===== config.mk =====
export PLATFORM = sky130hd
export DESIGN_NAME = rf_write_arbiter
export DESIGN_NICKNAME = d
export VERILOG_FILES = /design/src/rtl/rf_write_arbiter.sv
export SDC_FILE = /design/constraint.sdc
export NUM_CORES = 1
export LEC_CHECK = 0
export BUFFER_PORTS_ARGS = -buffer_cell sky130_fd_sc_hd__buf_2
export CAP_MARGIN = 20
export CORE_ASPECT_RATIO = 1.2
export CORE_UTILIZATION = 51
export CTS_CLUSTER_SIZE = 30
export DETAILED_ROUTE_END_ITERATION = 8
export HOLD_SLACK_MARGIN = 0.08
export PLACE_DENSITY_LB_ADDON = 0.12
export SLEW_MARGIN = 10
export SYNTH_ARGS = -nofsm -noshare
export SYNTH_HDL_FRONTEND = slang
export SYNTH_SLANG_ARGS = --single-unit

===== constraint.sdc =====
create_clock -name clk -period 6.1 [get_ports clk]
set_input_delay 0.915 -clock clk [delete_from_list [all_inputs] [get_ports clk]]
set_output_delay 0.915 -clock clk [all_outputs]
set_load 0.02 [all_outputs]

===== src/rtl/rf_write_arbiter.sv =====
// rf_write_arbiter
//   Shares the single regfile write port between the in-order writeback
//   stage (wb, always wins) and a multi-cycle unit (mc, valid/ready).
//   Tracks registers with an outstanding mc write so ID can detect RAW
//   hazards, and requests a pipeline bubble when mc is starved.
//   Optional feature macro: RF_ARB_BYPASS_EN adds same-cycle forwarding
//   of the regfile write data onto the two ID source operands.

`ifndef REG_ADDR_W
`define REG_ADDR_W 5
`endif
`ifndef WORD_WIDTH
`define WORD_WIDTH 32
`endif

module rf_write_arbiter #(
    parameter int RW           = `REG_ADDR_W,
    parameter int W            = `WORD_WIDTH,
    parameter int STARVE_LIMIT = 4,
    parameter int CNT_W        = 3
) (
    input  logic          clk,
    input  logic          rst,
    input  logic          wb_en,
    input  logic [RW-1:0] wb_addr,
    input  logic [W-1:0]  wb_data,
    input  logic          mc_issue_en,
    input  logic [RW-1:0] mc_issue_addr,
    input  logic          mc_valid,
    output logic          mc_ready,
    input  logic [RW-1:0] mc_addr,
    input  logic [W-1:0]  mc_data,
    input  logic [RW-1:0] rs_addr,
    input  logic [RW-1:0] rt_addr,
    output logic          rs_busy,
    output logic          rt_busy,
    output logic          stall_req,
    output logic          issue_conflict,
    output logic          write_en,
    output logic [RW-1:0] write_addr,
    output logic [W-1:0]  write_data
`ifdef RF_ARB_BYPASS_EN
    ,
    output logic          rs_fwd_valid,
    output logic          rt_fwd_valid,
    output logic [W-1:0]  rs_fwd_data,
    output logic [W-1:0]  rt_fwd_data
`endif
);

    localparam int NREGS = 2 ** RW;

    typedef enum logic [1:0] {
        ST_IDLE  = 2'd0,
        ST_WAIT  = 2'd1,
        ST_FORCE = 2'd2
    } state_t;

    // ------------------------------------------------------------------
    // State
    // ------------------------------------------------------------------
    logic [NREGS-1:0] busy_q;
    logic [NREGS-1:0] busy_d;
    logic             conflict_q;
    state_t           state_q;
    state_t           state_d;
    logic [CNT_W-1:0] cnt_q;
    logic [CNT_W-1:0] cnt_d;
    logic             stall_req_q;
    logic             stall_req_d;

    // ------------------------------------------------------------------
    // Grant signals
    // ------------------------------------------------------------------
    logic wb_act;
    logic hs;
    logic blk;
    logic issue_set;
    logic issue_hits_busy;

    // Writeback has absolute priority; a write to $zero does not claim the port.
    always_comb begin
        // NOTE: every signal driven in a combinational block gets a default
        // first so no path leaves it unassigned and no latch is inferred.
        wb_act     = 1'b0;
        mc_ready   = 1'b0;
        hs         = 1'b0;
        blk        = 1'b0;
        write_en   = 1'b0;
        write_addr = '0;
        write_data = '0;
        if (rst) begin
            wb_act   = wb_en && (wb_addr != '0);
            mc_ready = !wb_act;
            hs       = mc_valid && mc_ready;
            blk      = mc_valid && !mc_ready;
            if (wb_act) begin
                write_en   = 1'b1;
                write_addr = wb_addr;
                write_data = wb_data;
            end else if (mc_valid && (mc_addr != '0)) begin
                // mc results aimed at $zero are accepted but never written.
                write_en   = 1'b1;
                write_addr = mc_addr;
                write_data = mc_data;
            end
        end
    end

    // ------------------------------------------------------------------
    // Scoreboard of registers awaiting an mc result
    // ------------------------------------------------------------------
    assign issue_set       = mc_issue_en && (mc_issue_addr != '0);
    assign issue_hits_busy = mc_issue_en && busy_q[mc_issue_addr]
                             && !(hs && (mc_addr == mc_issue_addr));

    // Next scoreboard: retire the accepted result, then mark the new issue
    // so an issue to the register retiring this cycle stays busy.
    always_comb begin
        busy_d = busy_q;
        if (hs) begin
            busy_d[mc_addr] = 1'b0;
        end
        if (issue_set) begin
            busy_d[mc_issue_addr] = 1'b1;
        end
        busy_d[0] = 1'b0;
    end

    // Scoreboard and sticky conflict flag registers.
    always_ff @(posedge clk) begin
        // NOTE: the busy vector is control state, not storage, so every bit
        // is reset; a stale busy bit would stall ID forever.
        if (!rst) begin
            // NOTE: sequential state uses non-blocking assignments so all
            // flops sample pre-edge values regardless of statement order.
            busy_q     <= '0;
            conflict_q <= 1'b0;
        end else begin
            busy_q     <= busy_d;
            conflict_q <= conflict_q || issue_hits_busy;
        end
    end

    assign issue_conflict = conflict_q;

    // ------------------------------------------------------------------
    // Starvation FSM
    // ------------------------------------------------------------------

    // State, counter and registered stall request.
    always_ff @(posedge clk) begin
        if (!rst) begin
            state_q     <= ST_IDLE;
            cnt_q       <= '0;
            stall_req_q <= 1'b0;
        end else begin
            state_q     <= state_d;
            cnt_q       <= cnt_d;
            stall_req_q <= stall_req_d;
        end
    end

    // Next state: count consecutive blocked cycles; any unblocked cycle
    // (handshake or mc idle) returns to IDLE.
    always_comb begin
        state_d = state_q;
        cnt_d   = cnt_q;
        unique case (state_q)
            ST_IDLE: begin
                if (blk) begin
                    state_d = ST_WAIT;
                    cnt_d   = CNT_W'(1);
                end
            end
            ST_WAIT: begin
                if (!blk) begin
                    state_d = ST_IDLE;
                    cnt_d   = '0;
                end else if (cnt_q == CNT_W'(STARVE_LIMIT - 1)) begin
                    state_d = ST_FORCE;
                end else if (cnt_q != {CNT_W{1'b1}}) begin
                    cnt_d = cnt_q + CNT_W'(1);
                end
            end
            ST_FORCE: begin
                if (!blk) begin
                    state_d = ST_IDLE;
                    cnt_d   = '0;
                end
            end
            default: begin
                state_d = ST_IDLE;
                cnt_d   = '0;
            end
        endcase
    end

    // Output decode: the bubble request is registered from the next state
    // so it is high in every FORCE cycle, starting with the first.
    always_comb begin
        stall_req_d = (state_d == ST_FORCE);
    end

    assign stall_req = stall_req_q;

    // ------------------------------------------------------------------
    // Hazard outputs and optional forwarding
    // ------------------------------------------------------------------
`ifdef RF_ARB_BYPASS_EN
    // Forward the value being written this cycle and hide its busy flag.
    always_comb begin
        rs_fwd_valid = write_en && (write_addr == rs_addr) && (rs_addr != '0);
        rt_fwd_valid = write_en && (write_addr == rt_addr) && (rt_addr != '0);
        rs_fwd_data  = write_data;
        rt_fwd_data  = write_data;
        rs_busy      = rst && busy_q[rs_addr] && !rs_fwd_valid;
        rt_busy      = rst && busy_q[rt_addr] && !rt_fwd_valid;
    end
`else
    // Busy flags come straight from the registered scoreboard.
    always_comb begin
        rs_busy = rst && busy_q[rs_addr];
        rt_busy = rst && busy_q[rt_addr];
    end
`endif

endmodule

==> summary.md, run 1 <==
| Metric | Value |
|---|---|
| Final setup TNS | 0 ns |
| Tcrit/Tclk final | 60.4% |
| Drt drc | 0 |
| CTS tree | built |
| Area contributors post-synth | dfxtp_1 25%, mux4_2 14%, a22o_1 9.6% |
| RSZ-0062 raised after global routing | false |
| Die height | around 86 µm |
| Post-synth EDFFs | 0 |
| Initial Util | between 50 and 60% |
| Layout cells sized above 1 | 37.6% |
| Post-Syn Nets | around 460 |
| Final Hold Vio Count | 0 |
| Drt total wl | roughly 11 mm |
| Initial antenna violation count | 1 |
| Design Area, Final | ~0.0038 mm² |
| Post-synth top flop | dfxtp_1 |
| Critical path data required time | a little over 5 ns |
| Crit path kind | primary input to output port |
| Startpoint type of the worst setup path | primary input |
| DR vias | 3,566 |
| Post-synthesis cell type count | 49 |
| Wirelength per Cell | between 15 and 20 µm |
| Drt first pass iters | 5 |
| Max-slew headroom at the worst pin | between 40% and 50% |
| Critical path endpoint category | output port |
| Commonest non-fill, non-tap cell in the layout | buf_2 |
| Clk_lat worst skew | around 0.29 ns |
| Hold/Removal Path Class | register to register |
| FF+latch count, synth | 38 |
| DP HPWL | around 8.2 mm |
| Sink Count | 38 |
| Total Power | ~0.00060 W |
| Clk root buf | clkbuf_8 |
| Mapped Area | about 0.0030 mm² |
| Cell taking the most area after synthesis | dfxtp_1 |
| Pre-CTS setup slack | between 1.5 and 2 ns |
| Die width | 72.0 µm |
| Placeable Area | 0.00567 mm² |
| Placed Area | roughly 0.0037 mm² |
| Minimum clock period | roughly 3.7 ns |
| Post-Syn Instances | about 360 |
| Clk buf depth | 2 |
| Warnings, synthesis | 0 |
| Syn Area/Cell | ~8.4 µm² |
| Number of global-route vias before repair | between 3,000 and 4,000 |
| P_leak | ~1.6 nW |
| Ports | between 100 and 150 |
| PD cells | 159 mW/mm² |
| Area of the multi-input gates | approximately 0.0021 mm² |
| RD Place Congestion | roughly 0.90 |
| Worst vdd ir | a little over 0.00008 V |
| Setup-failing EPs final | 0 |
| Routed Antenna Nets | 0 |
| Setup WS post-layout | between 2 and 2.5 ns |
| Setup repair bufs after CTS | 0 |
| Top-area cell type share of the netlist area | 25.4% |
| I/O Buffers | around 140 |
| Flip-flop and latch area | between 700 and 800 µm² |
| P&R area growth vs syn | 26.6% |
| DR iter-0 viols | 330 |
| Grt total ovfl | 0 |
| Global-route wire length before repair | 16.6 mm |
| Crit Path Max Fanout | 26 |
| Hold_buf cts | 0 |
| Crit path arrival time | 2.77 ns |
| # nets final | between 500 and 600 |
| Run status | finished clean |
| Clk slew on worst S/H paths | 0.07 ns |
| PostCTS Resize Cnt | 0 |
| Final slew viol count | 0 |
| Total track usage | 35.4% |
| Asr flop ratio synth | 0% |
| Die area | between 0.006 and 0.007 mm² |
| Via/cell ratio | ~6.4 |
| Largest net degree at the start of global routing | 36 |
| Row Count | 30 |
| Number of CTS-inserted buffers | 5 |
| H-tree Lvls | 2 |
| Fin Clk Skew | slightly below 0.008 ns |
| Fillers | between 400 and 500 |
| Worst Tran Pin Value | between 0.8 and 0.9 ns |
| FMAX | 271 MHz |
| Sequential share of the synthesized area | between 20% and 30% |
| Commonest cells after routing, fill and taps aside | 136 x buf_2, 38 x a21oi_1, 38 x dfxtp_1 |
| Max-Cap Viols | 0 |
==> flip-flops by register name, indices dropped and copies added, names as in the netlist <==
| name | count |
|---|---|
| state_q | 2 |
| stall_req | 1 |
| busy_q | 31 |
| issue_conflict | 1 |
| cnt_q | 3 |
==> worst max-delay path, cell delays in order <==
cell	delay [ns]
buf_2	0.11
or4_4	0.55
o21a_1	0.24
nor2_2	0.34
buf_8	0.24
a22o_1	0.19
buf_2	0.18
==> cell type report <==
type,count,area share (%)
antenna,1,0.0659
multi-input combinational,282,55.3
tap,80,2.64
sequential,38,20.0
inverter,7,0.692
clock buffer,6,2.18
timing repair buffer,140,19.1
==> final timing paths <==
kind,cells after the start,slack [ns],startpoint,endpoint
hold / removal,2,0.50,busy_q[21]$_SDFF_PN0_,busy_q[21]$_SDFF_PN0_
setup / recovery,7,2.41,wb_addr[2],write_data[26]
hold reg to reg,2,0.50,busy_q[21]$_SDFF_PN0_,busy_q[21]$_SDFF_PN0_
setup reg to reg,6,4.57,cnt_q[0]$_SDFFE_PN0P_,cnt_q[0]$_SDFFE_PN0P_
==> cell usage after synthesis, types with 4 or more instances <==
library cell	count
a21oi_1	38
dfxtp_1	38
a22o_1	33
nand2_1	31
o21ai_0	31
clkbuf_1	26
nor2_1	20
mux4_2	18
nand3_1	17
mux2_2	7
inv_1	6
mux2i_1	6
nand2b_1	6
nand3b_1	5
o211ai_1	5
nand4b_1	4
nor3_1	4
nor3b_1	4
o31ai_1	4
xor2_1	4
==> cells by family after synthesis <==
group	synth area share (%)
buffers and inverters	4.84
adders and majority gates	1.25
DFF	25.4
muxes	18.1
and+or+nand+nor	18.7
AOI/OAI and AO/OA	30.2
xor gates and xnor gates	1.46
==> routing by layer <==
layer | wire length, µm | global-route usage, % | part of all wire, %
met5 | 0 | 0 | 0
met4 | 330 | 15.0 | 3.1
met3 | 844 | 6.70 | 7.9
met2 | 5290 | 59.0 | 49
met1 | 4260 | 44.6 | 40
==> power breakdown <==
group | switching (W) | internal [W] | total [W]
sequential | 0.00000376 | 0.000252 | 0.000255
combinational | 0.000103 | 0.0000678 | 0.000171
clock | 0.0000888 | 0.0000873 | 0.000176
total | 0.000196 | 0.000407 | 0.000602
==> per-stage QoR <==
stage | util, % | hold WS, ns | std cells
floorplan | - | 0.470 | 358
finish | 67.0 | 0.502 | 554
CTS | 66.4 | 0.499 | 551
detailed placement | 64.9 | 0.489 | 545
global route | 67.0 | 0.530 | 554
global placement | 64.9 | 0.480 | 545
Power figures use the tool's default switching activity.
==> run 2, diff against run 1 <==
ABC_AREA = 1   (was default)
CORE_UTILIZATION = 45   (was 51)
clock period = 3.25 ns   (was 6.1 ns; I/O delays follow)
==> run 2 against run 1 <==
  * Hold slack got worse by 0.025 ns
  * Flip-flop and latch count unchanged
  * Area after synthesis increased by 13%
  * Clock power increased by 100%
==> summary.md, run 2 <==
| Metric | Value |
|---|---|
| Crit Path Max Fanout | 27 |
| Syn Area/Cell | 5.60 µm² |
| Max-Cap Viols | 0 |
| P_leak | 1.98 nW |
| Asr flop ratio synth | 0% |
| Endpoint, Worst Hold | busy_q[26]$_SDFF_PN0_ |
| Startpoint type of the worst setup path | primary input |
| Final Hold Vio Count | 0 |
| Warnings, synthesis | 0 |
| Via/cell ratio | between 5 and 6 |
| I/O Buffers | 136 |
| Drt drc | 0 |
| Row Count | 34 |
| Worst Reg-to-Reg Cells | 8 |
| Final setup TNS | 0 ns |
| Drt first pass iters | 5 |
| Worst vdd ir | roughly 0.00017 V |
| Initial antenna violation count | 1 |
| Fillers | 788 |
| Logic gate share of total power | approximately 31% |
| Post-Syn Nets | roughly 700 |
| Max-slew headroom at the worst pin | 31.5% |
| Clk slew on worst S/H paths | around 0.080 ns |
| FF+latch count, synth | 38 |
| Global-route wire length before repair | just over 20 mm |
| Post-synthesis cell type count | 32 |
| Area of the multi-input gates | between 0.002 and 0.0025 mm² |
| Cell taking the most area after synthesis | dfxtp_1 |
| Sequential power share | 39.4% |
| Worst Hold Launch | busy_q[26]$_SDFF_PN0_ |
| Largest Register | busy_q |
| Dpl cells | 806 |
| # nets final | 820 |
| R2r startpoint | cnt_q[0]$_SDFFE_PN0P_ |
| Fin Clk Skew | around 0.008 ns |
| Final antenna diode count | 0 |
| Run status | finished clean |
| Clk root buf | clkbuf_8 |
| FMAX | 399 MHz |
| Drt total wl | ~13 mm |
| Hold_buf cts | 0 |
| Placeable Area | between 0.007 and 0.008 mm² |
| Commonest cells in the netlist | 180 x nand2_1, 61 x o21ai_1, 60 x a21oi_1, 56 x nand3_1 |
| PostCTS Resize Cnt | 0 |
| WHS Path Cells | 2 |
| Worst Tran Pin Value | approximately 1 ns |
| Worst R2R End | cnt_q[1]$_SDFFE_PN0P_ |
| RD Place Congestion | 0.955 |
| Grt total ovfl | 0 |
| Number of CTS-inserted buffers | 5 |
| P&R area growth vs syn | 22.7% |
| Die height | between 90 and 100 µm |
| Layout cells sized above 1 | 24.9% |
| Post-synth top flop | dfxtp_1 |
| Flip-flop and latch area | about 760 µm² |
| Tcrit/Tclk final | approximately 77% |
| Top-area cell type share of the netlist area | between 20% and 30% |
| Wirelength per Cell | about 16 µm |
| RSZ-0062 raised after global routing | false |
| Minimum clock period | ~2.5 ns |
| Clock power frac | 29.3% |
| Setup repair bufs after CTS | 0 |
| Sink Count | 38 |
| Critical path data required time | around 2.8 ns |
| Total track usage | between 30 and 40% |
| Sequential share of the synthesized area | between 20 and 25% |
| Clk_lat worst skew | 0.30 ns |
| Largest net degree at the start of global routing | 37 |
| Setup-failing EPs final | 0 |
| DR iter-0 viols | around 370 |
| Number of global-route vias before repair | around 4,200 |
| DR vias | ~4,600 |
| Flop-to-flop setup slack | 1.73 ns |
| Hold/Removal Path Class | register to register |
| Initial Util | 46.6% |
| Commonest cells after routing, fill and taps aside | 180 x nand2_1, 136 x buf_2, 61 x o21ai_1 |
| Post-synth EDFFs | 0 |
| Max reg flops | 31 |
| Clk buf depth | 2 |
| Crit path kind | primary input to output port |
| Routed Antenna Nets | 0 |
| Ports | 137 |
| Layout Cells excl Fill | 814 |
| Commonest non-fill, non-tap cell in the layout | nand2_1 |
| Final slew viol count | 0 |
| H-tree Lvls | 2 |
| Die width | a little over 80 µm |
| Switching Share | approximately 37% |
| Area contributors post-synth | dfxtp_1 22%, nand2_1 20%, o21ai_1 9.0% |
| Die area | a little under 0.008 mm² |
| Post-Syn Instances | about 610 |
| PD cells | roughly 290 mW/mm² |
| Switching Power | 0.000451 W |
| Critical path endpoint category | output port |
| CTS tree | built |
| Int Power | slightly below 0.0008 W |
| Mapped Area | approximately 0.0034 mm² |
| Most common cell in the netlist | nand2_1 |
| DP HPWL | 10.1 mm |
| Biggest regs | busy_q: 31 flops, cnt_q: 3 flops, state_q: 2 flops |
| Crit path arrival time | roughly 2.0 ns |
run 2: cell count changes after synthesis, sizes merged, moves of 7 or more:
cell	delta
a21oi	+23
a22o	-33
buf	+16
clkbuf	-18
inv	+54
mux2	-7
mux4	-18
nand2	+150
nand3	+42
nor2	+16
nor3	+10
o21ai	+73
run 2: per-layer routing:
metal	track usage (%)	routed length, µm	vias up
li1	-	-	2241
met1	38.9	5040	2058
met2	59.3	6490	224
met3	4.88	782	34
met4	13.7	428	0
met5	0	0	-
run 2: metrics by stage:
step | util (%) | hold slack, ns | setup WS, ns | total power, W | instance area (µm²)
2_1_floorplan | - | 0.450 | 1.23 | 0.000720 | 3390
3_3_place_gp | 55.9 | 0.456 | 0.774 | 0.000865 | 4070
5_1_grt | 57.2 | 0.487 | 0.606 | 0.00128 | 4160
6_report | 57.2 | 0.477 | 0.742 | 0.00122 | 4160
3_5_place_dp | 55.9 | 0.463 | 0.771 | 0.000869 | 4070
4_1_cts | 57.2 | 0.473 | 0.766 | 0.00121 | 4160
run 2: how the worst max path moves through the flow:
stage                     startpoint       endpoint  slack [ns]  cells past startpoint
after floorplan           wb_addr[1]  write_data[2]        1.23                      6
after global placement    wb_addr[1]  write_addr[4]        0.77                      8
after detailed placement  wb_addr[1]  write_addr[4]        0.77                      8
after CTS                 wb_addr[1]  write_addr[4]        0.77                      8
after global routing      wb_addr[4]  write_addr[1]        0.61                      8
final                     wb_addr[1]  write_addr[0]        0.74                      8
run 2: cell type report:
class,count,area share (%)
clock buffers,6,1.98
clock inverters,2,0.301
well taps,90,2.71
repair buffers,140,17.1
inverters,62,5.65
flip-flops and latches,38,18.3
multi-input cells,476,54.0
run 2: cell families (layout without fill, tap and decap cells):
group,after synthesis,after routing,synth area share (%)
xor gates and xnor gates,4,4,1.03
buffers and inverters,91,210,11.3
adders and majority gates,3,3,1.11
AOI/OAI and AO/OA,177,177,27.0
DFF,38,38,22.4
and+or+nand+nor,292,292,37.1
run 2: critical path, stage by stage:
cell and delay [ns]:
buf_2 0.11, nor2_1 0.09, nand4_1 0.10, nand2_2 0.19, buf_4 0.30, nand3_2 0.31, o21ai_1 0.23, buf_2 0.19
run 2: power by group through the flow:
stage,combinational [W],clock [W],sequential (W)
2_1_floorplan,0.000231,0,0.000490
3_3_place_gp,0.000373,0,0.000492
3_5_place_dp,0.000377,0,0.000492
4_1_cts,0.000378,0.000354,0.000481
5_1_grt,0.000420,0.000380,0.000482
6_report,0.000382,0.000357,0.000481
==> run 3, diff against run 2 <==
CORE_UTILIZATION = 50   (was 45)
clock period = 2.36 ns   (was 3.25 ns; I/O delays follow)
==> run 3 against run 2 <==
  * Sequential share of layout area is 0.21 points lower
  * Via count is 0.42% higher
  * Wire length is 3.1% lower
  * Clock power is 99% higher
  * Critical path depth is 1 higher
  * Count of clock-buffer cells in the layout stayed put
  * Sequential power is 38% higher
  * Hold slack worse by 0.0060 ns
  * Critical path type unchanged
  * Largest cell class unchanged
  * Largest power group is now the clock network
==> summary.md, run 3 (synthesis gave the netlist of run 2 again) <==
| Metric | Value |
|---|---|
| Run status | finished clean |
| H-tree Lvls | 2 |
| Hold/Removal Path Class | register to register |
| Worst vdd ir | between 0.0003 and 0.0004 V |
| # nets final | 821 |
| PostCTS Resize Cnt | 0 |
| RD Place Congestion | slightly above 1 |
| R2r startpoint | cnt_q[0]$_SDFFE_PN0P_ |
| DP HPWL | 9.48 mm |
| Initial antenna violation count | 0 |
| Drt total wl | about 12 mm |
| Initial Util | 52.3% |
| Clk slew on worst S/H paths | 0.09 ns |
| Fillers | ~660 |
| Largest Register | busy_q |
| PD cells | about 450 mW/mm² |
| Post-route core utilization | around two thirds |
| Grt total ovfl | 0 |
| WHS Path Cells | 2 |
| Ports | ~140 |
| Die width | between 70 and 80 µm |
| Via/cell ratio | between 5 and 6 |
| Startpoint type of the worst setup path | primary input |
| Routed Antenna Nets | 0 |
| Worst Tran Pin Value | just under 1 ns |
| Critical path endpoint category | output port |
| CP Depth | 9 |
| Fin Clk Skew | between 0.007 and 0.008 ns |
| Pre-CTS setup slack | 0.308 ns |
| DR iter-0 viols | 312 |
| Final Hold Vio Count | 0 |
| CTS tree | built |
| P&R area growth vs syn | 24.2% |
| Wirelength per Cell | ~15 µm |
| Max-slew headroom at the worst pin | 33.9% |
| I/O Buffers | between 100 and 150 |
| Biggest regs | busy_q: 31 flops, cnt_q: 3 flops, state_q: 2 flops |
| Number of global-route vias before repair | between 4,000 and 5,000 |
| Final antenna diode count | 0 |
| Worst Hold Launch | issue_conflict$_SDFF_PN0_ |
| WHS | 0.471 ns |
| Die height | 92.2 µm |
| Clk buf depth | 2 |
| Commonest non-fill, non-tap cell in the layout | nand2_1 |
| Drt first pass iters | 5 |
| DR vias | around 4,600 |
| Setup WS post-layout | 0.270 ns |
| Number of CTS-inserted buffers | 5 |
| RSZ-0062 raised after global routing | false |
| Critical path data required time | roughly 2 ns |
| Minimum clock period | between 2 and 2.5 ns |
| Drt drc | 0 |
| Worst Reg-to-Reg Cells | 8 |
| Max-Cap Viols | 0 |
| Final setup TNS | 0 ns |
| FMAX | approximately 480 MHz |
| Setup repair bufs after CTS | 0 |
| Largest net degree at the start of global routing | between 40 and 50 |
| Placeable Area | 0.00649 mm² |
| Crit Path Max Fanout | 25 |
| Sink Count | 38 |
| Final slew viol count | 0 |
| Crit path kind | primary input to output port |
| Die area | between 0.007 and 0.008 mm² |
| Total track usage | approximately a third |
| Setup-failing EPs final | 0 |
| Commonest cells after routing, fill and taps aside | 180 x nand2_1, 136 x buf_2, 61 x o21ai_1 |
| Row Count | 32 |
| Max reg flops | 31 |
| Clk_lat worst skew | roughly 0.30 ns |
| CP Buf/Inv Count | 5 |
| Hold_buf cts | 0 |
| Critical path origin | wb_addr[3] |
| Clk root buf | clkbuf_8 |
| Tcrit/Tclk final | between 80% and 90% |
| Slowest-stage cell, CP | inv_2 |
| Layout cells sized above 1 | 25.0% |
| Most used cell, CP | buf_2 |
| Worst-path cell chain | buf_2 -> inv_1 -> nand4_1 -> nand2_2 -> inv_2 -> buf_4 -> nand3_1 -> o21ai_1 -> buf_2 |
| Crit path arrival time | between 1.5 and 2 ns |
| CP top delay family | buffers and inverters |
| Global-route wire length before repair | 20.0 mm |
| CP max stage delay | between 0.3 and 0.4 ns |
| P_leak | between 2 and 2.5 nW |
run 3: layout make-up:
cell class	count	area, µm²	share of cell area, %
clock buffers	6	82.6	1.96
well taps	85	106	2.53
multi-input cells	476	2250	53.4
inverters	62	235	5.59
clock inverters	2	60.1	1.43
flip-flops and latches	38	761	18.1
repair buffers	141	718	17.1
run 3: layer usage:
layer / GRT usage (%) / vias to the layer above / share of wire [%]
met1: 39.2 / 2051 / 38
met5: 0 / - / 0
met3: 4.88 / 52 / 6.7
met2: 62.8 / 237 / 51
met4: 20.4 / 0 / 4.8
li1: - / 2236 / -
run 3: power by group:
| part | internal [W] | switching, W |
|---|---|---|
| combinational | 0.000173 | 0.000347 |
| sequential | 0.000652 | 0.0000102 |
| clock | 0.000451 | 0.000259 |
| total | 0.00128 | 0.000616 |
run 3: worst paths after layout:
kind         slack (ns)                         to
max                0.27             write_data[23]
min                0.47  issue_conflict$_SDFF_PN0_
max reg2reg        0.80      cnt_q[1]$_SDFFE_PN0P_
min reg2reg        0.47  issue_conflict$_SDFF_PN0_
run 3: tightest hold or removal path, cell delays in order (launching register included):
cell	delay, ns
dfxtp_1	0.32
inv_1	0.06
a21oi_2	0.05
run 3: through the flow:
stage | cell area [µm²] | instances | power [W]
6_report | 4210 | 810 | 0.00189
5_1_grt | 4210 | 810 | 0.00196
4_1_cts | 4210 | 810 | 0.00188
3_5_place_dp | 4070 | 802 | 0.00119
3_3_place_gp | 4070 | 802 | 0.00118
2_1_floorplan | 3390 | 605 | 0.000992
